<file path="src/rtl/uart_rx_sipo.sv">
`default_nettype none
// +--------------------------------------------------------------------------+
// | Module   : uart_rx_sipo                                                  |
// | Purpose  : Oversampling UART receive front end. Validates the start bit, |
// |            shifts in one frame LSB first and presents it in parallel     |
// |            with a one-clock received pulse.                              |
// | Option   : UART_RX_MAJORITY_EN - 2-of-3 vote around the sample point.    |
// | Revision : 1.0  initial release                                          |
// +--------------------------------------------------------------------------+
module uart_rx_sipo #(
    parameter int OVERSAMPLE = 16,
    parameter int FRAME_BITS = 11
) (
    input  logic                  clock,
    input  logic                  reset,
    input  logic                  baud_tick,
    input  logic                  data_tx,
    output logic                  active_flag,
    output logic                  recieved_flag,
    output logic [FRAME_BITS-1:0] data_parll
);

    localparam int                c_TICK_W   = $clog2(OVERSAMPLE);
    localparam logic [c_TICK_W-1:0] c_TICK_LAST = c_TICK_W'(OVERSAMPLE - 1);
    localparam logic [c_TICK_W-1:0] c_SP        = c_TICK_W'(OVERSAMPLE / 2 - 1);
    localparam logic [3:0]          c_STOP_IDX  = 4'(FRAME_BITS - 1);

    typedef enum logic [1:0] {
        S_IDLE  = 2'd0,
        S_START = 2'd1,
        S_FRAME = 2'd2,
        S_DONE  = 2'd3
    } state_t;

    state_t                  state_q, state_d;
    logic [c_TICK_W-1:0]     tick_cnt_q, tick_cnt_d;
    logic [3:0]              bit_cnt_q, bit_cnt_d;
    logic [FRAME_BITS-2:0]   shift_q, shift_d;
    logic [FRAME_BITS-1:0]   data_parll_q, data_parll_d;

    logic [c_TICK_W-1:0]     w_tick_nxt;
    logic                    w_decide;
    logic                    w_bit;

    // The counter value the current tick moves to; bit timing is referenced to it.
    assign w_tick_nxt = (tick_cnt_q == c_TICK_LAST) ? '0 : tick_cnt_q + 1'b1;

`ifdef UART_RX_MAJORITY_EN
    localparam logic [c_TICK_W-1:0] c_SP_M1 = c_TICK_W'(OVERSAMPLE / 2 - 2);
    localparam logic [c_TICK_W-1:0] c_SP_P1 = c_TICK_W'(OVERSAMPLE / 2);

    logic [1:0] vote_q, vote_d;

    always_comb begin
        vote_d = vote_q;
        if (baud_tick && (state_q == S_START || state_q == S_FRAME)) begin
            if (w_tick_nxt == c_SP_M1) vote_d[0] = data_tx;
            if (w_tick_nxt == c_SP)    vote_d[1] = data_tx;
        end
    end

    always_ff @(posedge clock) begin
        if (reset) vote_q <= '0;
        else       vote_q <= vote_d;
    end

    assign w_decide = (w_tick_nxt == c_SP_P1);
    assign w_bit    = (vote_q[0] & vote_q[1]) | (vote_q[0] & data_tx) | (vote_q[1] & data_tx);
`else
    assign w_decide = (w_tick_nxt == c_SP);
    assign w_bit    = data_tx;
`endif

    always_comb begin
        state_d      = state_q;
        tick_cnt_d   = tick_cnt_q;
        bit_cnt_d    = bit_cnt_q;
        shift_d      = shift_q;
        data_parll_d = data_parll_q;

        case (state_q)
            S_IDLE: begin
                if (baud_tick && !data_tx) begin
                    state_d    = S_START;
                    tick_cnt_d = '0;
                    bit_cnt_d  = '0;
                end
            end

            S_START: begin
                if (baud_tick) begin
                    tick_cnt_d = w_tick_nxt;
                    if (w_decide) begin
                        if (w_bit) begin
                            // Start bit did not hold low: treat as line glitch.
                            state_d    = S_IDLE;
                            tick_cnt_d = '0;
                            bit_cnt_d  = '0;
                        end else begin
                            shift_d   = {1'b0, shift_q[FRAME_BITS-2:1]};
                            bit_cnt_d = 4'd1;
                        end
                    end else if (tick_cnt_q == c_TICK_LAST) begin
                        state_d = S_FRAME;
                    end
                end
            end

            S_FRAME: begin
                if (baud_tick) begin
                    tick_cnt_d = w_tick_nxt;
                    if (w_decide) begin
                        if (bit_cnt_q == c_STOP_IDX) begin
                            // Publish on the stop sample so data is valid alongside the flag.
                            data_parll_d = {w_bit, shift_q};
                            state_d      = S_DONE;
                        end else begin
                            shift_d   = {w_bit, shift_q[FRAME_BITS-2:1]};
                            bit_cnt_d = bit_cnt_q + 4'd1;
                        end
                    end
                end
            end

            S_DONE: begin
                state_d    = S_IDLE;
                tick_cnt_d = '0;
                bit_cnt_d  = '0;
            end

            default: begin
                state_d = S_IDLE;
            end
        endcase
    end

    always_ff @(posedge clock) begin
        if (reset) begin
            state_q      <= S_IDLE;
            tick_cnt_q   <= '0;
            bit_cnt_q    <= '0;
            shift_q      <= '1;
            data_parll_q <= '1;
        end else begin
            state_q      <= state_d;
            tick_cnt_q   <= tick_cnt_d;
            bit_cnt_q    <= bit_cnt_d;
            shift_q      <= shift_d;
            data_parll_q <= data_parll_d;
        end
    end

    assign active_flag   = (state_q != S_IDLE);
    assign recieved_flag = (state_q == S_DONE);
    assign data_parll    = data_parll_q;

endmodule
`default_nettype wire
</file>
<file path="config.mk">
export PLATFORM = sky130hd
export DESIGN_NAME = uart_rx_sipo
export DESIGN_NICKNAME = d
export VERILOG_FILES = /design/src/rtl/uart_rx_sipo.sv
export SDC_FILE = /design/constraint.sdc
export NUM_CORES = 1
export LEC_CHECK = 0
export CAP_MARGIN = 20
export CORE_UTILIZATION = 35
export CTS_CLUSTER_DIAMETER = 120
export CTS_CLUSTER_SIZE = 10
export DETAILED_ROUTE_END_ITERATION = 8
export GPL_TIMING_DRIVEN = 0
export HOLD_SLACK_MARGIN = 0.05
export SLEW_MARGIN = 10
export SYNTH_ARGS = -nofsm -noshare
export SYNTH_HDL_FRONTEND = slang
export SYNTH_SLANG_ARGS = --single-unit
</file>
<file path="constraint.sdc">
create_clock -name clock -period 5.4 [get_ports clock]
set_input_delay 1.08 -clock clock [delete_from_list [all_inputs] [get_ports clock]]
set_output_delay 1.08 -clock clock [all_outputs]
set_load 0.02 [all_outputs]
</file>
Yosys cells after proc, flatten, opt, wreduce, memory -nomap -nowiden. Index checks and enable logic that the tools add are counted.

Flip-flop bits (word level): 31. Bits in latches: 0. Bits in writable memories: 0. Memory bits (read-only): 0. Bits of input ports: 4. Output and inout port bits: 13. Memories kept: 0.

Add/subtract/negate cells: 2. Multipliers: 0. Divide/modulo/power cells: 0. Order comparisons: 0. Eq/ne operators: 16. Shift-type cells: 0. Mux-type cells: 30. Bitwise operators: 0. Reductions and logical operators: 10.

Operators by type and width (count): $mux W10 (6); $mux W4 (11); $pmux W4 S4 (2); $pmux W10 S2 (1); $mux W2 (8); $ne A2 B2 Y1 const B (8); $reduce_and A7 Y1 (2); $add A4 B1 Y4 const B (2); $eq A4 B4 Y1 const B (2); $pmux W2 S4 (1); $ne A3 B3 Y1 const B (2); $reduce_and A6 Y1 (1); $eq A2 B2 Y1 const B (2); $eq A4 B3 Y1 const B (1); $reduce_and A4 Y1 (1); $reduce_bool A2 Y1 (2); $reduce_and A3 Y1 (1); $eq A2 B1 Y1 const B (1); $logic_not A2 Y1 (1); $logic_and A1 B1 Y1 (1); $logic_not A1 Y1 (1); $mux W1 (1).

Logic depth before layout (Yosys ltp). Gate-level depths: netlist of the first run.

Word-level depth: 6. Depth in mapped cells: 8. Depth with buffers taken out: 7.

Worst setup path after synthesis of the first run. Ideal clock, no wire load.

Path type: input -> register. Start: input port baud_tick. End: register bit_cnt_q[0]. Setup time: 123 ps. Data arrival time: 2015 ps. Required time: 5277 ps. Slack: 3262 ps. Stages on the path: 5. Path through: a21boi_0 -> a21oi_1 -> clkbuf_1 -> a21oi_2 -> mux2_1.

Word-level cells in the longest chain between the ends: 3.

Ends and longest elaborated chain: from (decl) (RTL line 16) `input logic baud_tick,`; $logic_and A1 B1 Y1 (RTL line 83) `if (baud_tick && !data_tx) begin`; $ne A2 B2 Y1 (no source line); $reduce_and A6 Y1 (no source line) (*); to (signal assigned) (RTL line 147) `bit_cnt_q <= bit_cnt_d;`; to (decl) (RTL line 37) `logic [3:0] bit_cnt_q, bit_cnt_d;`.

Mark *: on every way between the ends. The rest lies on a longest branch, timed or not. A chain may end at the register's enable or synchronous reset.

Final worst setup path of the first run.
Start: register state_q[0]. End: output port active_flag.

Word-level cells in the longest chain between the ends: 1.

Ends and longest elaborated chain: from (decl) (RTL line 35) `state_t state_q, state_d;`; from (signal assigned) (RTL line 145) `state_q <= state_d;`; $reduce_bool A2 Y1 (RTL line 153) `assign active_flag = (state_q != S_IDLE);`; to (decl) (RTL line 18) `output logic active_flag,`.

No other way between the ends.

==> impl_metrics.yaml, run 1 <==
drt:
  firstDrtPassIters: 7
  routed_wl_mm: 3.89
  wire_per_inst_um: 14.0
  drc: 2
  drt.antenna.violating_nets: 0
  vias_per_cell: 5.58
  num_vias: 1552
  drt-initial-drc-count: 129
global_route:
  top_usage_layer: "met2"
  use_met3_pct: 4.56
  grt_max_degree: 11
  grt_pass1_vias: 1382
  grt-ovfl-total: 0
  grtUsageTotal_pct: 17.3
  grt_pass1_wl_mm: 6.74
  antenna_found_initial: 0
  use_met1_pct: 23.2
  met2_usage_pct: 26.2
critical_path:
  crit_path_start_kind: "register"
  worstPathRequired_ns: 4.32
  worstRegToRegCells: 6
  crit_type: "reg -> out"
  crit_fanout: 5
  r2r_start: "tick_cnt_q[1]"
  r2r_setup_slack_ns: 3.05
  endpoint_kind: "primary output"
  worstPathArrival_ns: 1.72
  rr_endpoint: "bit_cnt_q[0]"
logic_synthesis:
  yosysUniqueCellTypes: 43
  async_reset_ff_share_pct: 0
  yosys_most_used_dff: "dfxtp_1"
  yosys_warnings: 0
  synth_seq_cells: 31
  synth_area_um2: 1650
  synth_edf_count: 0
  syn_nets: 214
  synth_area_per_cell_um2: 8.15
  ys_seq_area_share_pct: 37.7
  synthCells: 202
cts:
  htree_levels: 2
  cts_resized: 0
  clk_latency_ns: 0.29
  tritoncts: "built"
  clock_path_buffers: 2
  post_cts_buffers: 0
  clock-sinks: 31
  clkTransAtPathRegs_ns: 0.07
  root_buffer: "clkbuf_8"
  cts_buffers: 5
  ctsHoldBuffers: 0
timing:
  slew_violations: 0
  fin_crit_sh_pct: 51.8
  hold_violations: 0
  rsz0062_at_grt: "no"
  period_minus_slack_ns: 2.80
  fin_setup_tns_ns: 0
  skew_ns: 0.00641
  relSlewSlack_pct: 64.0
  setup_violations: 0
  timing.fmax_mhz: 357
  tightest_slew_ns: 0.535
power:
  cellPowerDensity_nw_per_um2: 293
  p_leak_nw: 0.716
  ir_worst_vdd_mv: 0.121
placement:
  portBuffers: 16
  gp_congestion: 0.815
  hpwl_mm: 2.71
floorplanning:
  core_um2: 4440
  initial_core_util_pct: 37.0
  dieArea_um2: 4980
  dieHeight_um: 70.6
  die_w_um: 70.6
  ios: 17
  rows: 24
layout:
  fin_util_pct: 44.8
  num_antenna_cells: 0
  drive_gt1_share_pct: 9.29
  final.fill_count: 446
  area_growth_pct: 20.8
  layout.nets: 237
job:
  cap_violations: 0
hold_path:
  holdPathStages: 2
  hold_start: "shift_q[9]"
  worstHoldPathType: "reg -> reg"
  hold_end: "shift_q[9]"
outcome:
  outcome: "finished, violations left"
  violations: "design-rule violations"
[kinds of logic after synthesis]
logic type	after synthesis	share of synthesized area [%]
adder cells (fa/ha/maj)	8	6.08
AND/OR/NAND/NOR	82	25.5
buffers and inverters	20	5.24
multiplexers	4	2.58
AO/OA/AOI/OAI	57	22.9
flip-flops	31	37.7
[power by group]
group | total (mW) | internal (mW) | switching, mW
Combinational | 0.106 | 0.0380 | 0.0684
Sequential | 0.238 | 0.233 | 0.00494
Clock | 0.239 | 0.149 | 0.0901
Total | 0.584 | 0.420 | 0.164
[cells in the mapped netlist, types with 3 or more instances]
| master | count | area share [%] |
|---|---|---|
| buf_2 | 3 | 0.91 |
| a211oi_1 | 3 | 1.4 |
| nand2b_1 | 3 | 1.1 |
| o21ai_0 | 8 | 2.4 |
| nand3_1 | 6 | 1.8 |
| ha_1 | 8 | 6.1 |
| nor2b_1 | 3 | 1.1 |
| inv_1 | 6 | 1.4 |
| nor2_1 | 27 | 6.2 |
| or4_1 | 3 | 1.4 |
| a31oi_1 | 3 | 1.1 |
| nand2_1 | 9 | 2.1 |
| a21oi_1 | 27 | 8.2 |
| nor3_1 | 22 | 6.7 |
| dfxtp_1 | 31 | 38 |
| clkbuf_1 | 7 | 1.6 |
[worst max-delay path by stage]
stage	start	endpoint	slack, ns	cells past startpoint
after global routing	state_q[0]	active_flag	2.51	4
after detailed placement	data_tx	bit_cnt_q[1]	2.39	6
final	state_q[0]	active_flag	2.60	4
after floorplan	baud_tick	bit_cnt_q[0]	3.26	5
after global placement	data_tx	bit_cnt_q[1]	2.40	6
after CTS	state_q[0]	active_flag	2.61	4
[worst max-delay path, stage by stage, from the launching register on]
cell             delay, ns
dfxtp_1               0.41
inv_1                 0.09
ha_1                  0.23
inv_1                 0.09
clkdlybuf4s50_1       0.60
[sequential cells by signal (all words and copies together) (netlist names), named ones only]
| register | count |
|---|---|
| tick_cnt_q | 4 |
| shift_q | 10 |
| data_parll | 11 |
| state_q | 1 |
| bit_cnt_q | 4 |
[cells in the final DEF (no fill, tap or decap), types with 6 or more instances in the layout]
| master | instances |
|---|---|
| nor2_1 | 27 |
| inv_1 | 6 |
| ha_1 | 8 |
| nand3_1 | 6 |
| dfxtp_1 | 31 |
| clkbuf_1 | 7 |
| clkdlybuf4s50_1 | 16 |
| nor3_1 | 22 |
| nand2_1 | 9 |
| clkbuf_8 | 6 |
| o21ai_0 | 8 |
| a21oi_1 | 27 |
[area by class of cell]
| class | count | area [µm²] | area share, % |
|---|---|---|---|
| multi-input cells | 151 | 940 | 47.2 |
| flip-flops and latches | 31 | 621 | 31.2 |
| repair buffers | 16 | 160 | 8.05 |
| clock buffers | 6 | 82.6 | 4.15 |
| well taps | 52 | 65.1 | 3.27 |
| plain buffers | 13 | 60.1 | 3.02 |
| clock inverters | 2 | 35.0 | 1.76 |
| inverters | 7 | 26.3 | 1.32 |
[metrics by stage]
| step | total power [mW] | cell area [µm²] | worst slack [ns] | cells | hold slack, ns |
|---|---|---|---|---|---|
| 2_1_floorplan | 0.318 | 1650 | 3.26 | 202 | 0.464 |
| 4_1_cts | 0.590 | 1990 | 2.61 | 278 | 0.509 |
| 5_1_grt | 0.612 | 1990 | 2.51 | 278 | 0.528 |
| 3_5_place_dp | 0.348 | 1870 | 2.39 | 270 | 0.495 |
| 3_3_place_gp | 0.348 | 1870 | 2.40 | 270 | 0.490 |
| 6_report | 0.584 | 1990 | 2.60 | 278 | 0.503 |
[per-layer routing]
layer	part of all wire, %	routed length (µm)
met1	50	1930
met2	44	1690
met3	4.4	171
met4	2.2	87
met5	0	0
(Power assumes the default switching activity.)
==> run 2: changes to the inputs <==
==> constraint.sdc (replaced) <==
create_clock -name clock -period 2.58 [get_ports clock]
set_input_delay 0.516 -clock clock [delete_from_list [all_inputs] [get_ports clock]]
set_output_delay 0.516 -clock clock [all_outputs]
set_load 0.02 [all_outputs]
==> results of run 2 <==
Same layout as run 1 (identical final DEF). Status: finished, violations left: design-rule violations.
Among the figures that moved: setup slack after placement 2.39 ns -> 0.129 ns; setup slack after layout 2.60 ns -> 0.227 ns; start point of the critical path state_q[0] -> tick_cnt_q[1]; end point of the critical path active_flag -> bit_cnt_q[0]; register-to-register setup slack 3.05 ns -> 0.23 ns; total power 0.584 mW -> 1.22 mW; worst IR drop on VDD 0.121 mV -> 0.253 mV
==> run 3: changes to the inputs <==
==> constraint.sdc (replaced) <==
create_clock -name clock -period 2.58 [get_ports clock]
set_input_delay 0.516 -clock clock [delete_from_list [all_inputs] [get_ports clock]]
set_output_delay 0.516 -clock clock [all_outputs]
set_load 0.01 [all_outputs]
==> results of run 3 <==
Same layout as run 1 (identical final DEF). Status: finished, violations left: design-rule violations.
Among the figures that moved: setup slack after placement 2.39 ns -> 0.129 ns; setup slack after layout 2.60 ns -> 0.227 ns; start point of the critical path state_q[0] -> tick_cnt_q[1]; end point of the critical path active_flag -> bit_cnt_q[0]; register-to-register setup slack 3.05 ns -> 0.23 ns; total power 0.584 mW -> 1.22 mW; worst IR drop on VDD 0.121 mV -> 0.253 mV
